### src/rtl/analog_pad_seq_pkg.sv
// Shared padframe definitions: sequencer state encoding and default timing constants.
package analog_pad_seq_pkg;

    typedef enum logic [2:0] {
        StIdle,
        StBreak,
        StMake,
        StSettle,
        StActive
    } pad_seq_state_e;

    localparam int unsigned BbmCycDefault    = 4;
    localparam int unsigned SettleCycDefault = 16;

endpackage

### src/rtl/analog_pad_seq.sv
// Break-before-make sequencer for the chip-side switches of a bank of analog pads.
// One pad at most is ever connected; a reselect opens everything, waits, closes, then settles.
module analog_pad_seq
    import analog_pad_seq_pkg::*;
#(
    parameter int unsigned NUM_PADS   = 8,
    parameter int unsigned IDX_W      = 3,
    parameter int unsigned BBM_CYC    = BbmCycDefault,
    parameter int unsigned SETTLE_CYC = SettleCycDefault
) (
    input  logic                pclk,
    input  logic                n_p_reset,
    input  logic                sel_req,
    input  logic [IDX_W-1:0]    sel_idx,
    input  logic                pad_dis,
    output logic [NUM_PADS-1:0] sw_en,
    output logic                busy,
    output logic                sel_ack,
    output logic                sel_err,
    output logic [IDX_W-1:0]    cur_idx
);

    localparam int unsigned CntMax = (BBM_CYC > SETTLE_CYC) ? BBM_CYC : SETTLE_CYC;
    localparam int unsigned CntW   = $clog2(CntMax + 1);
    localparam logic [CntW-1:0] BbmLoad    = CntW'(BBM_CYC - 1);
    localparam logic [CntW-1:0] SettleLoad = CntW'(SETTLE_CYC - 1);

    pad_seq_state_e      state_q;
    logic [CntW-1:0]     cnt_q;
    logic [IDX_W-1:0]    tgt_q;
    logic [IDX_W-1:0]    cur_idx_q;
    logic [NUM_PADS-1:0] sw_en_q;
    logic                busy_q;
    logic                sel_ack_q;
    logic                sel_err_q;

    logic                idx_ok;
    logic [NUM_PADS-1:0] tgt_onehot;

    assign idx_ok = (32'(sel_idx) < NUM_PADS);

    always_comb begin
        tgt_onehot = '0;
        for (int i = 0; i < NUM_PADS; i++) begin
            if (32'(tgt_q) == i) tgt_onehot[i] = 1'b1;
        end
    end

    always_ff @(posedge pclk or negedge n_p_reset) begin
        if (!n_p_reset) begin
            state_q   <= StIdle;
            cnt_q     <= '0;
            tgt_q     <= '0;
            cur_idx_q <= '0;
            sw_en_q   <= '0;
            busy_q    <= 1'b0;
            sel_ack_q <= 1'b0;
            sel_err_q <= 1'b0;
        end else begin
            sel_ack_q <= 1'b0;
            sel_err_q <= 1'b0;
            // Disable overrides everything, including a request in the same cycle.
            if (pad_dis) begin
                state_q <= StIdle;
                cnt_q   <= '0;
                sw_en_q <= '0;
                busy_q  <= 1'b0;
            end else begin
                unique case (state_q)
                    StIdle, StActive: begin
                        if (sel_req) begin
                            if (!idx_ok) begin
                                sel_err_q <= 1'b1;
                            end else if (state_q == StActive && sel_idx == cur_idx_q) begin
                                sel_ack_q <= 1'b1;
                            end else begin
                                tgt_q   <= sel_idx;
                                sw_en_q <= '0;
                                busy_q  <= 1'b1;
                                cnt_q   <= BbmLoad;
                                state_q <= StBreak;
                            end
                        end
                    end
                    StBreak: begin
                        if (sel_req) sel_err_q <= 1'b1;
                        if (cnt_q == '0) state_q <= StMake;
                        else cnt_q <= cnt_q - 1'b1;
                    end
                    StMake: begin
                        if (sel_req) sel_err_q <= 1'b1;
                        sw_en_q   <= tgt_onehot;
                        cur_idx_q <= tgt_q;
                        cnt_q     <= SettleLoad;
                        state_q   <= StSettle;
                    end
                    StSettle: begin
                        if (sel_req) sel_err_q <= 1'b1;
                        if (cnt_q == '0) begin
                            state_q   <= StActive;
                            busy_q    <= 1'b0;
                            sel_ack_q <= 1'b1;
                        end else begin
                            cnt_q <= cnt_q - 1'b1;
                        end
                    end
                    default: begin
                        state_q <= StIdle;
                        sw_en_q <= '0;
                        busy_q  <= 1'b0;
                    end
                endcase
            end
        end
    end

    assign sw_en   = sw_en_q;
    assign busy    = busy_q;
    assign sel_ack = sel_ack_q;
    assign sel_err = sel_err_q;
    assign cur_idx = cur_idx_q;

endmodule

### config.mk
export PLATFORM = sky130hd
export DESIGN_NAME = analog_pad_seq
export DESIGN_NICKNAME = d
export VERILOG_FILES = /design/src/rtl/analog_pad_seq_pkg.sv /design/src/rtl/analog_pad_seq.sv
export SDC_FILE = /design/constraint.sdc
export NUM_CORES = 1
export LEC_CHECK = 0
export BUFFER_PORTS_ARGS = -buffer_cell sky130_fd_sc_hd__clkbuf_2
export CAP_MARGIN = 20
export CORE_MARGIN = 5
export CORE_UTILIZATION = 58
export DETAILED_ROUTE_END_ITERATION = 12
export PLACE_DENSITY = 0.82
export SLEW_MARGIN = 20
export SYNTH_ARGS = -nofsm -noshare
export SYNTH_HDL_FRONTEND = slang
export SYNTH_SLANG_ARGS = --single-unit
### constraint.sdc
create_clock -name pclk -period 2.88 [get_ports pclk]
set_clock_uncertainty 0.15 [all_clocks]
set_input_delay 0.432 -clock pclk [delete_from_list [all_inputs] [get_ports pclk]]
set_output_delay 0.432 -clock pclk [all_outputs]
set_load 0.01 [all_outputs]
==> impl_metrics.json, run 1 <==
{
  "port_buffers": 20,
  "grt_antenna_before_repair": 0,
  "grt_usage": 0.168,
  "maxSlewViolCount": 0,
  "ys_seq_elements": 25,
  "via_count": 931,
  "io-pin-count": 21,
  "cts_sinks": 25,
  "viasPerCell": 5.89,
  "required_ns": 2.94,
  "post_drt_wl_per_cell_um": 15.5,
  "ir_drop_mv": 0.438,
  "ant_nets": 0,
  "antenna_cells": 0,
  "layout_common_cells": "dfrtp_1, clkbuf_2, inv_1",
  "layout-drive-gt1-share": 0.305,
  "critical_path_class": "flop to flop",
  "worst_slew_pin_slew_ns": 0.607,
  "cts_root_buf": "clkbuf_4",
  "drt_pass1_iterations": 4,
  "layout.nets": 140,
  "avgSynthCellArea_um2": 11.3,
  "post-route-util": 0.701,
  "num_rows": 16,
  "die_y_um": 56.5,
  "synthCells": 111,
  "arrival_ns": 2.18,
  "ys_warn_count": 0,
  "power_switching_w": 0.000470,
  "clock_path_buffers": 2,
  "design.core.area_mm2": 0.00200,
  "p_seq_frac": 0.467,
  "hold_viol_final": 0,
  "die_x_um": 56.5,
  "power_frac_clock": 0.131,
  "max_slew_margin": 0.593,
  "synthesis.area_mm2": 0.00125,
  "dp_hpwl_um": 1890,
  "power.share.switching": 0.393,
  "drc": 0,
  "initial_core_util": 0.627,
  "p_int_w": 0.000727,
  "maxCapViolations": 0,
  "crit_fanout": 6,
  "grt_pass1_vias": 940,
  "grt-ovfl-total": 0,
  "clk-insertion-delay-late_ns": 0.31,
  "cts_setup_buffers": 0,
  "combPwrFrac": 0.402,
  "hold_path_class": "primary input to flop",
  "p_leak_nw": 0.649,
  "rsz0062_at_grt": "no",
  "drt-initial-drc-count": 19,
  "setup_violations": 0,
  "fmax_mhz": 471,
  "wl_um": 2450,
  "numCtsBuffers": 3,
  "fin_crit_sh": 0.737,
  "synth.distinct_cells": 39,
  "layout_min_cycle_time_ns": 2.12,
  "die_area_mm2": 0.00319,
  "synth_nets": 119,
  "final_common_cell": "dfrtp_1",
  "power.density_mw_per_mm2": 853,
  "h-tree-depth": 1,
  "place.gp.congestion": 0.840,
  "worst_setup_path_end_kind": "flop",
  "yosysSeqAreaShare": 0.499,
  "start_kind": "flop",
  "grt_pass1_wl_um": 4300,
  "path_clk_slew_ns": 0.14,
  "grt_start_max_net_pins": 26,
  "status": "complete, no violations",
  "final.setup.tns_ns": 0,
  "syn_to_final_growth_pct": 11.9,
  "cts_tree": "yes"
}
-- state kept, by name (all words and copies together), names as in the netlist --
signal   cells
sw_en        8
sel_ack      1
busy         1
cnt_q        5
sel_err      1
cur_idx      3
state_q      3
tgt_q        3
-- per-layer routing --
metal / global-route usage / part of all wire / vias to the layer above
met5: 0 / 0 / -
met2: 0.277 / 0.50 / 32
met1: 0.221 / 0.45 / 451
met4: 0.0508 / 0.0061 / 0
li1: - / - / 446
met3: 0.0321 / 0.051 / 2
-- stage by stage --
| step | hold WS, ns | worst slack (ns) | total power, W | area (um^2) | std cells |
|---|---|---|---|---|---|
| finish | 0.217 | 0.758 | 0.00120 | 1400 | 158 |
| global route | 0.211 | 0.628 | 0.00129 | 1400 | 158 |
| CTS | 0.215 | 0.771 | 0.00120 | 1400 | 158 |
| detailed placement | 0.320 | 0.788 | 0.00104 | 1370 | 153 |
| global placement | 0.313 | 0.867 | 0.00102 | 1370 | 153 |
| floorplan | -0.0136 | 0.959 | 0.000913 | 1250 | 111 |
-- area by class of cell --
class	count	area, um^2
Timing Repair Buffer	21	110
Clock buffer	3	22.5
Clock inverter	1	5.00
Tap cell	27	33.8
Multi-Input combinational cell	72	573
Fill cell	156	598
Sequential cell	25	626
Inverter	9	33.8
-- worst max-delay path: stages (launching register included) --
cell and delay, ns:
dfrtp_1 0.43, inv_1 0.07, ha_1 0.20, nor4b_2 0.44
a22o_1 0.23, o21bai_4 0.15, mux2_2 0.36
-- power groups by stage --
stage                     clock, W  combinational (W)  sequential, W
after detailed placement         0           0.000479       0.000566
final                     0.000157           0.000481       0.000560
after global placement           0           0.000464       0.000559
after CTS                 0.000160           0.000484       0.000560
after global routing      0.000174           0.000536       0.000578
after floorplan                  0           0.000379       0.000535
-- Yosys cell counts --
master	count	area (um^2)
o32a_1	1	10.0
o21a_1	2	15.0
xnor2_1	3	26.3
nor3b_2	1	12.5
ha_1	1	12.5
o31ai_1	1	7.51
nand2b_1	1	6.26
nand3_1	2	10.0
nor2b_1	3	18.8
a221o_1	1	10.0
a22o_1	2	17.5
a32o_1	4	40.0
a31oi_1	2	12.5
or3_1	2	12.5
buf_2	3	15.0
clkbuf_1	2	7.51
dfrtp_1	25	626
mux2_2	7	78.8
nor4b_2	1	15.0
o21bai_4	1	18.8
and2b_1	1	7.51
o2bb2ai_1	4	35.0
nor4b_1	1	8.76
inv_1	9	33.8
and3_1	1	6.26
o21ai_2	1	8.76
a222oi_1	1	10.0
a21bo_2	1	10.0
nor3_1	1	5.00
or3b_2	1	8.76
nand2_1	4	15.0
or2_4	1	8.76
o21ai_0	4	20.0
nor4b_4	1	23.8
nand3b_1	1	7.51
a21oi_1	5	25.0
nor2_1	7	26.3
nand4_1	1	6.26
a41oi_2	1	16.3
-- cell families after synthesis --
kind of cell             after synthesis  share of synthesized area
multiplexers                           7                     0.0628
buffers and inverters                 14                     0.0449
XOR/XNOR                               3                     0.0209
AO/OA/AOI/OAI                         31                      0.204
flip-flops                            25                      0.499
adder cells (fa/ha/maj)                1                    0.00997
AND/OR/NAND/NOR                       30                      0.159
-- path summary, 6_finish.rpt --
| path | from | endpoint | slack (ns) | cells after the start |
|---|---|---|---|---|
| hold / removal | sel_idx[2] | tgt_q[2] | 0.22 | 2 |
| setup / recovery | cnt_q[0] | cnt_q[0] | 0.76 | 6 |
| min in group asynchronous | n_p_reset | cur_idx[1] | 0.49 | 2 |
| setup reg to reg | cnt_q[0] | cnt_q[0] | 0.76 | 6 |
| hold reg to reg | sw_en[4] | sw_en[4] | 0.36 | 1 |
| max in group asynchronous | n_p_reset | cnt_q[0] | 1.71 | 2 |
-- repair_timing --
| item | 4_1_cts | 5_1_grt |
|---|---|---|
| endpoints found under the hold margin | 25 | 0 |
| setup endpoints to repair | 0 | 0 |
| resized for setup | 0 | 0 |
| hold buffers | 1 | 0 |
Note: power is estimated with default switching activity, not from simulation.
==> run 2: changes to the inputs <==
CORE_UTILIZATION = 54   (was 58)
PLACE_DENSITY = 0.77   (was 0.82)
clock period = 2.09 ns   (was 2.88 ns; I/O delays follow)
==> run 2 against run 1 <==
  * Hold slack got worse by 0.12 ns
  * Clock power rose by 38%
  * Sequential power grew 39%
  * Register-to-register slack worse by 0.66 ns
  * Final area up 3.2%
  * Global-route usage decreased by 0.22 points
  * Critical endpoint is now cnt_q[1]
  * Largest cell class unchanged
  * Largest power group unchanged
==> impl_metrics.json, run 2 (synthesis results as in run 1) <==
{
  "status": "complete, no violations",
  "die_x_um": 58.2,
  "design.core.area_mm2": 0.00221,
  "critical_path_class": "flop to flop",
  "layout-drive-gt1-share": 0.333,
  "post_drt_wl_per_cell_um": 15.7,
  "whs_ns": 0.0976,
  "pre_cts_slack_ns": -0.0359,
  "antenna_cells": 0,
  "nFillCells": 183,
  "path_clk_slew_ns": 0.14,
  "worst_setup_path_end_kind": "flop",
  "cts_sinks": 25,
  "numCtsBuffers": 3,
  "syn_to_final_growth_pct": 15.5,
  "crit_fanout": 5,
  "die_area_mm2": 0.00339,
  "num_rows": 17,
  "fmax_mhz": 502,
  "ir_drop_mv": 0.721,
  "port_buffers": 20,
  "place.gp.congestion": 0.897,
  "clock_path_buffers": 2,
  "hold_path_class": "primary input to flop",
  "layout_common_cells": "dfrtp_1, clkbuf_2, inv_1",
  "drt_pass1_iterations": 4,
  "clk-insertion-delay-late_ns": 0.32,
  "die_y_um": 58.2,
  "grt_start_max_net_pins": 26,
  "grt_pass1_wl_um": 4320,
  "initial_core_util": 0.567,
  "wl_um": 2570,
  "maxCapViolations": 0,
  "grt_usage": 0.166,
  "maxSlewViolCount": 0,
  "start_kind": "flop",
  "layout_min_cycle_time_ns": 1.99,
  "hold_viol_final": 0,
  "io-pin-count": 21,
  "required_ns": 2.15,
  "layout_setup_ws_ns": 0.0996,
  "worstHoldStart": "sel_idx[2]",
  "dp.cells": 157,
  "power.density_mw_per_mm2": 1180,
  "final_common_cell": "dfrtp_1",
  "instances_no_fill": 163,
  "grt-ovfl-total": 0,
  "rsz0062_at_grt": "no",
  "worst_slew_pin_slew_ns": 0.627,
  "cts_root_buf": "clkbuf_4",
  "arrival_ns": 2.05,
  "dp_hpwl_um": 1910,
  "via_count": 942,
  "p_leak_nw": 0.668,
  "viasPerCell": 5.78,
  "setup_violations": 0,
  "cts_tree": "yes",
  "drc": 0,
  "ant_nets": 0,
  "largest_reg_flops": 8,
  "fin_crit_sh": 0.952,
  "layout.nets": 144,
  "crit_start": "cnt_q[0]",
  "grt_antenna_before_repair": 0,
  "max_slew_margin": 0.582,
  "timing.rr.start": "cnt_q[0]",
  "grt_pass1_vias": 966,
  "h-tree-depth": 1,
  "drt-initial-drc-count": 24
}
-- run 2: power breakdown --
group	switching [W]	internal (W)	total [W]
clock	0.000144	0.0000730	0.000217
combinational	0.000353	0.000357	0.000710
sequential	0.000166	0.000612	0.000777
-- run 2: final timing paths --
path / slack [ns] / end / cells past startpoint
min in group asynchronous: 0.39 / sel_ack / 2
min reg2reg: 0.36 / sw_en[2] / 1
min: 0.1 / tgt_q[2] / 2
max in group asynchronous: 0.99 / sw_en[3] / 2
max: 0.1 / cnt_q[1] / 6
max reg2reg: 0.1 / cnt_q[1] / 6
-- run 2: final cells by class --
class | count | area [um^2] | area share
clock buffers | 3 | 22.5 | 0.0155
clock inverters | 1 | 7.51 | 0.00518
inverters | 9 | 33.8 | 0.0233
multi-input cells | 72 | 584 | 0.403
flip-flops and latches | 25 | 626 | 0.432
well taps | 28 | 35.0 | 0.0242
repair buffers | 25 | 140 | 0.0967
-- run 2: per-layer routing --
| layer | up-vias | part of all wire | track usage |
|---|---|---|---|
| met5 | - | 0 | 0 |
| met4 | 0 | 0.0047 | 0.0430 |
| met3 | 2 | 0.039 | 0.0356 |
| met2 | 20 | 0.50 | 0.273 |
| met1 | 465 | 0.46 | 0.220 |
| li1 | 455 | - | - |
-- run 2: timing repair --
action | CTS | global route
endpoints found under the hold margin | 25 | 0
endpoints found under the setup margin | 2 | 2
gates resized for setup | 1 | 1
hold buffers | 1 | 0
buffers inserted | 0 | 1
-- run 2: critical path: stages (launching register included) --
cell	delay, ns
dfrtp_1	0.42
inv_1	0.08
ha_2	0.21
nor4b_4	0.31
a22o_1	0.21
o21bai_4	0.15
mux2_2	0.35
-- run 2: metrics by stage --
stage | TNS [ns] | util | area (um^2) | power (W)
floorplan | 0 | - | 1250 | 0.00126
global placement | 0 | 0.628 | 1390 | 0.00142
detailed placement | -0.0700 | 0.628 | 1390 | 0.00146
CTS | 0 | 0.650 | 1440 | 0.00169
global route | 0 | 0.655 | 1450 | 0.00184
finish | 0 | 0.655 | 1450 | 0.00171
